<file path="src/rtl/alu_pkg.sv">
// Shared ALU definitions: operation encoding and the result flag bundle.
package alu_pkg;

    localparam logic ALU_OP_ADD = 1'b0;
    localparam logic ALU_OP_SUB = 1'b1;

    typedef struct packed {
        logic carry;
        logic overflow;
        logic zero;
        logic negative;
    } alu_flags_t;

endpackage

</file>
<file path="src/rtl/addsub_slice.sv">
// Combinational SW-bit ripple slice; b is inverted for subtraction, the +1 enters via cin.
module addsub_slice #(
    parameter int SW = 8
) (
    input  logic [SW-1:0] a,
    input  logic [SW-1:0] b,
    input  logic          cin,
    input  logic          invert,
    output logic [SW-1:0] s,
    output logic          cout,
    output logic          c_msb_in
);

    logic [SW-1:0] b_eff;
    logic [SW:0]   c;

    assign b_eff = invert ? ~b : b;
    assign c[0]  = cin;

    for (genvar i = 0; i < SW; i++) begin : g_bit
        full_adder u_fa (
            .a    (a[i]),
            .b    (b_eff[i]),
            .cin  (c[i]),
            .s    (s[i]),
            .cout (c[i+1])
        );
    end

    assign cout     = c[SW];
    assign c_msb_in = c[SW-1];

endmodule

</file>
<file path="src/rtl/full_adder.sv">
// One-bit full adder cell used to build the carry chain of each slice.
module full_adder (
    input  logic a,
    input  logic b,
    input  logic cin,
    output logic s,
    output logic cout
);

    assign s    = a ^ b ^ cin;
    assign cout = (a & b) | (cin & (a ^ b));

endmodule

</file>
<file path="src/rtl/pipelined_addsub.sv">
// Pipelined WIDTH-bit add/subtract: one carry-chained slice per stage, operands skewed
// forward, result slices accumulated so the last stage presents the full word and flags.
module pipelined_addsub
    import alu_pkg::*;
#(
    parameter int WIDTH  = 32,
    parameter int STAGES = 4
) (
    input  logic             clk,
    input  logic             rst,
    input  logic             in_valid,
    output logic             in_ready,
    input  logic [WIDTH-1:0] i_1,
    input  logic [WIDTH-1:0] i_2,
    input  logic             op,
    output logic             out_valid,
    input  logic             out_ready,
    output logic [WIDTH-1:0] o,
    output logic             carry_flag,
    output logic             overflow_flag,
    output logic             zero_flag,
    output logic             negative_flag
);

    localparam int SW = WIDTH / STAGES;

    // Valid/ready: a beat moves on any edge where valid & ready are both high.
    // The whole pipe advances as one unit, so empty stages are never collapsed.
    logic adv;
    assign adv      = ~out_valid | out_ready;
    assign in_ready = adv;

    for (genvar k = 0; k < STAGES; k++) begin : g_stage
        localparam int LO = k * SW;
        localparam int PW = WIDTH - LO;

        logic [PW-1:0]      a_pend;
        logic [PW-1:0]      b_pend;
        logic [LO+SW-1:0]   res_d;
        logic [LO+SW-1:0]   res_q;
        logic [SW-1:0]      s;
        logic               op_in;
        logic               cin;
        logic               v_in;
        logic               cout;
        logic               c_msb;
        logic               v_q;

        if (k == 0) begin : g_head
            assign a_pend = i_1;
            assign b_pend = i_2;
            assign op_in  = op;
            assign cin    = (op == ALU_OP_SUB);
            assign v_in   = in_valid;
            assign res_d  = s;
        end else begin : g_body
            assign a_pend = g_stage[k-1].g_skew.a_q;
            assign b_pend = g_stage[k-1].g_skew.b_q;
            assign op_in  = g_stage[k-1].g_skew.op_q;
            assign cin    = g_stage[k-1].g_skew.c_q;
            assign v_in   = g_stage[k-1].v_q;
            assign res_d  = {s, g_stage[k-1].res_q};
        end

        addsub_slice #(.SW(SW)) u_slice (
            .a        (a_pend[SW-1:0]),
            .b        (b_pend[SW-1:0]),
            .cin      (cin),
            .invert   (op_in == ALU_OP_SUB),
            .s        (s),
            .cout     (cout),
            .c_msb_in (c_msb)
        );

        always_ff @(posedge clk or posedge rst) begin
            if (rst) begin
                v_q   <= 1'b0;
                res_q <= '0;
            end else if (adv) begin
                v_q   <= v_in;
                res_q <= res_d;
            end
        end

        if (k < STAGES - 1) begin : g_skew
            logic [PW-SW-1:0] a_q;
            logic [PW-SW-1:0] b_q;
            logic             op_q;
            logic             c_q;
            // Carry into a lower slice's MSB has no meaning for the flags.
            logic             c_msb_unused;
            assign c_msb_unused = c_msb;

            always_ff @(posedge clk or posedge rst) begin
                if (rst) begin
                    a_q  <= '0;
                    b_q  <= '0;
                    op_q <= 1'b0;
                    c_q  <= 1'b0;
                end else if (adv) begin
                    a_q  <= a_pend[PW-1:SW];
                    b_q  <= b_pend[PW-1:SW];
                    op_q <= op_in;
                    c_q  <= cout;
                end
            end
        end else begin : g_last
            alu_flags_t flags_q;

            always_ff @(posedge clk or posedge rst) begin
                if (rst) begin
                    flags_q <= '0;
                end else if (adv) begin
                    flags_q.carry    <= cout;
                    flags_q.overflow <= cout ^ c_msb;
                    flags_q.zero     <= (res_d == '0);
                    flags_q.negative <= res_d[WIDTH-1];
                end
            end
        end
    end

    assign out_valid     = g_stage[STAGES-1].v_q;
    assign o             = g_stage[STAGES-1].res_q;
    assign carry_flag    = g_stage[STAGES-1].g_last.flags_q.carry;
    assign overflow_flag = g_stage[STAGES-1].g_last.flags_q.overflow;
    assign zero_flag     = g_stage[STAGES-1].g_last.flags_q.zero;
    assign negative_flag = g_stage[STAGES-1].g_last.flags_q.negative;

endmodule

</file>
<file path="config.mk">
export PLATFORM = sky130hd
export DESIGN_NAME = pipelined_addsub
export DESIGN_NICKNAME = d
export VERILOG_FILES = /design/src/rtl/alu_pkg.sv /design/src/rtl/addsub_slice.sv /design/src/rtl/full_adder.sv /design/src/rtl/pipelined_addsub.sv
export SDC_FILE = /design/constraint.sdc
export NUM_CORES = 1
export LEC_CHECK = 0
export ABC_CLOCK_PERIOD_IN_PS = 8150
export BUFFER_PORTS_ARGS = -buffer_cell sky130_fd_sc_hd__buf_2
export CORE_ASPECT_RATIO = 0.5
export CORE_MARGIN = 2
export CORE_UTILIZATION = 58
export CTS_CLUSTER_SIZE = 30
export DETAILED_ROUTE_END_ITERATION = 16
export GPL_TIMING_DRIVEN = 1
export PLACE_DENSITY = 0.8
export SLEW_MARGIN = 10
export SYNTH_ARGS = -nofsm -noshare
export SYNTH_HDL_FRONTEND = slang
export SYNTH_SLANG_ARGS = --single-unit
</file>
<file path="constraint.sdc">
create_clock -name clk -period 8.15 [get_ports clk]
set_clock_uncertainty 0.1 [all_clocks]
set_input_delay 1.2225 -clock clk [delete_from_list [all_inputs] [get_ports clk]]
set_output_delay 1.2225 -clock clk [all_outputs]
set_load 0.1 [all_outputs]
</file>
==> flow_metrics.tcl <==
set metrics [dict create \
    status "completed" \
    utilization_pct 67.8 \
    hold_buffers 0 \
    synth_cell_types 23 \
    min_period_over_period_pct 63.7 \
    die_y_um 87.8 \
    drc 0 \
    path_clk_slew_ns 0.06 \
    gp_congestion 0.789 \
    ys_async_sr_fraction_pct 100 \
    synth-compound-area-share_pct 2.86 \
    drt_wl_total_um 15700 \
    path_max_fanout 9 \
    synth_top_family_by_area "simple AND/OR/NAND/NOR gates" \
    port_buffers 106 \
    synthAdderAreaFrac_pct 7.63 \
    setup_viol 0 \
    synth_fp_nets 965 \
    yosysSeqAreaShare_pct 58.1 \
    grt_max_degree 135 \
    synth.area.mux_share_pct 0.123 \
    grt_pass1_wl_um 26400 \
    wl_per_cell_um 13.7 \
    yosysWarnings 0 \
    hold_violations 0 \
    drt_iter0_drc 510 \
    final_net_count 1048 \
    instances_no_fill 1152 \
    cts_root_buffer "clkbuf_16" \
    diodes 0 \
    clk_latency_ns 0.42 \
    rows 30 \
    track_usage_pct 22.6 \
    critPathCaptureType "register" \
    drtAntennaViolNets 0 \
    slowest_delay_ns 0.61 \
    met1_usage_pct 33.9 \
    crit_start "g_stage[2].g_skew.op_q" \
    rsz0062_at_grt "false" \
    via_count 5649 \
    post_cts_resized 0 \
    path_cells "xnor2_1 -> fa_1 -> fa_1 -> fa_1 -> fa_1 -> inv_1 -> fa_1 -> inv_1 -> fa_1 -> fa_1 -> inv_1 -> fa_1 -> nor4_1 -> nand4_1 -> o31ai_1" \
    worstReg2RegStart "g_stage[2].g_skew.op_q" \
    drive_gt1_share_pct 14.8 \
    slew_violations 0 \
    htree_levels 4 \
    holdWs_ns 0.360 \
    initial_core_util_pct 59.7 \
    slowest_stage "dfrtp_1" \
    synthTopCellsByArea "dfrtp_1 (58%), nand2_1 (21%), fa_1 (7.6%)" \
    io_pins 107 \
    synth_xor_xnor_area_share_pct 3.55 \
    antenna_found_initial 0 \
    r2r_end "zero_flag" \
    max-clock-path-buffers 2 \
    hp-class "register to register" \
    synth.avg_cell_area_sq_um 9.41 \
    via_per_inst 4.90 \
    area_growth_pct 13.6 \
    timing.setup.tns_ns 0 \
    cts-buffers-inserted 17 \
    use_met3_pct 3.98 \
    cts_tree "built" \
    die_area_sq_um 15100 \
    endpoint "zero_flag" \
    synth_edf_count 0 \
    dp.cells 1121 \
    relSlewSlack_pct 35.6 \
    critPathKind "register to register" \
    final_cell_mix "nand2_1 (447), dfrtp_1 (189), buf_2 (106)" \
    max_cap_viol_count 0 \
    r2r_cells 15 \
    cts_sinks 189 \
    crit_required_ns 8.37 \
    top_usage_layer "met1" \
    drtPass1Iterations 5 \
    grt_pass1_vias 5505 \
    netlist_instances 865 \
    fmax_mhz 193 \
    ys.flop_type "dfrtp_1" \
    cts_setup_buffers 0 \
    arrival_ns 5.41 \
    synth_top_area_share_pct 58.1 \
    worst-r2r-setup-slack_ns 2.96 \
    netlist_area_sq_um 8140 \
    yosysTopAreaCell "dfrtp_1" \
    worstMarginPinSlew_ns 0.966 \
    grtUsageMet2_pct 33.8 \
    crit_family "adder cells" \
    die_width_um 172 \
    cp_num_cells 15 \
    min_period_ns 5.19 \
    layout_commonest_cell "nand2_1" \
    hpwl_um 10200 \
    grt-ovfl-total 0 \
    core_area_sq_um 13600 \
    ys_ff_latch 189 \
    cp_num_buf_inv 3 \
    start_kind "register" \
    yosys.area_share.simple_pct 22.9 \
    cpMostUsedCell "fa_1" \
]
==> worst register-to-register path, delay by kind of cell (launching register included) <==
family / cells / cell delay [ns]
xor+xnor: 1 / 0.16
flops: 1 / 0.61
fa+ha+maj: 8 / 3.32
buf+inv: 3 / 0.25
compound gates: 1 / 0.22
simple gates: 2 / 0.46
==> metal layers <==
layer	wire length, um	part of all wire, %
met1	7700	49
met2	7160	46
met3	642	4.1
met4	227	1.4
met5	0	0
==> area by class of cell <==
cell class	count	area, sq um
Sequential cell	189	4730
Fill cell	1074	4380
Multi-Input combinational cell	595	3020
Timing Repair Buffer	110	561
Clock buffer	19	433
Tap cell	192	240
Inverter	35	144
Clock inverter	12	116
==> state kept, by name, indices dropped and copies added, names as in the netlist <==
signal	count
g_stage.g_skew.a_q	48
g_stage.g_skew.b_q	48
g_stage.res_q	48
o	32
g_stage.g_skew.c_q	3
g_stage.g_skew.op_q	3
g_stage.v_q	3
carry_flag	1
out_valid	1
overflow_flag	1
zero_flag	1
==> Yosys cell counts (2+ instances only) <==
cell	n
a21oi_1	25
buf_2	33
buf_4	10
clkbuf_1	2
dfrtp_1	189
fa_1	31
inv_1	34
nand2_1	447
nand4_1	2
nor2_1	25
nor4_1	4
nor4b_1	3
o21ai_0	13
o21ai_1	7
xnor2_1	25
xor2_1	8
==> kinds of logic (layout without fill, tap and decap cells) <==
group / Yosys count / after routing
AOI/OAI and AO/OA: 46 / 46
adders and majority gates: 31 / 31
and+or+nand+nor: 484 / 484
muxes: 1 / 1
xor gates and xnor gates: 33 / 33
DFF: 189 / 189
buffers and inverters: 81 / 176
==> stage by stage <==
step	setup WS, ns	instance area (sq um)
after global routing	2.70	9240
after detailed placement	2.99	8690
after floorplan	1.69	8140
final	2.96	9240
after global placement	3.19	8690
after CTS	2.95	9240
==> worst min path at each step <==
stage                     cells after the start                   end            startpoint
final                                         2        g_stage[2].v_q        g_stage[2].v_q
after global routing                          2  g_stage[2].res_q[10]  g_stage[1].res_q[10]
after CTS                                     2        g_stage[2].v_q        g_stage[2].v_q
after detailed placement                      2        g_stage[2].v_q        g_stage[2].v_q
after global placement                        2        g_stage[2].v_q        g_stage[2].v_q
after floorplan                               2        g_stage[2].v_q        g_stage[2].v_q
Power is left out: the tool's default activity adds up to more than one toggle a clock period on the data nets, which glitch-free logic cannot reach.
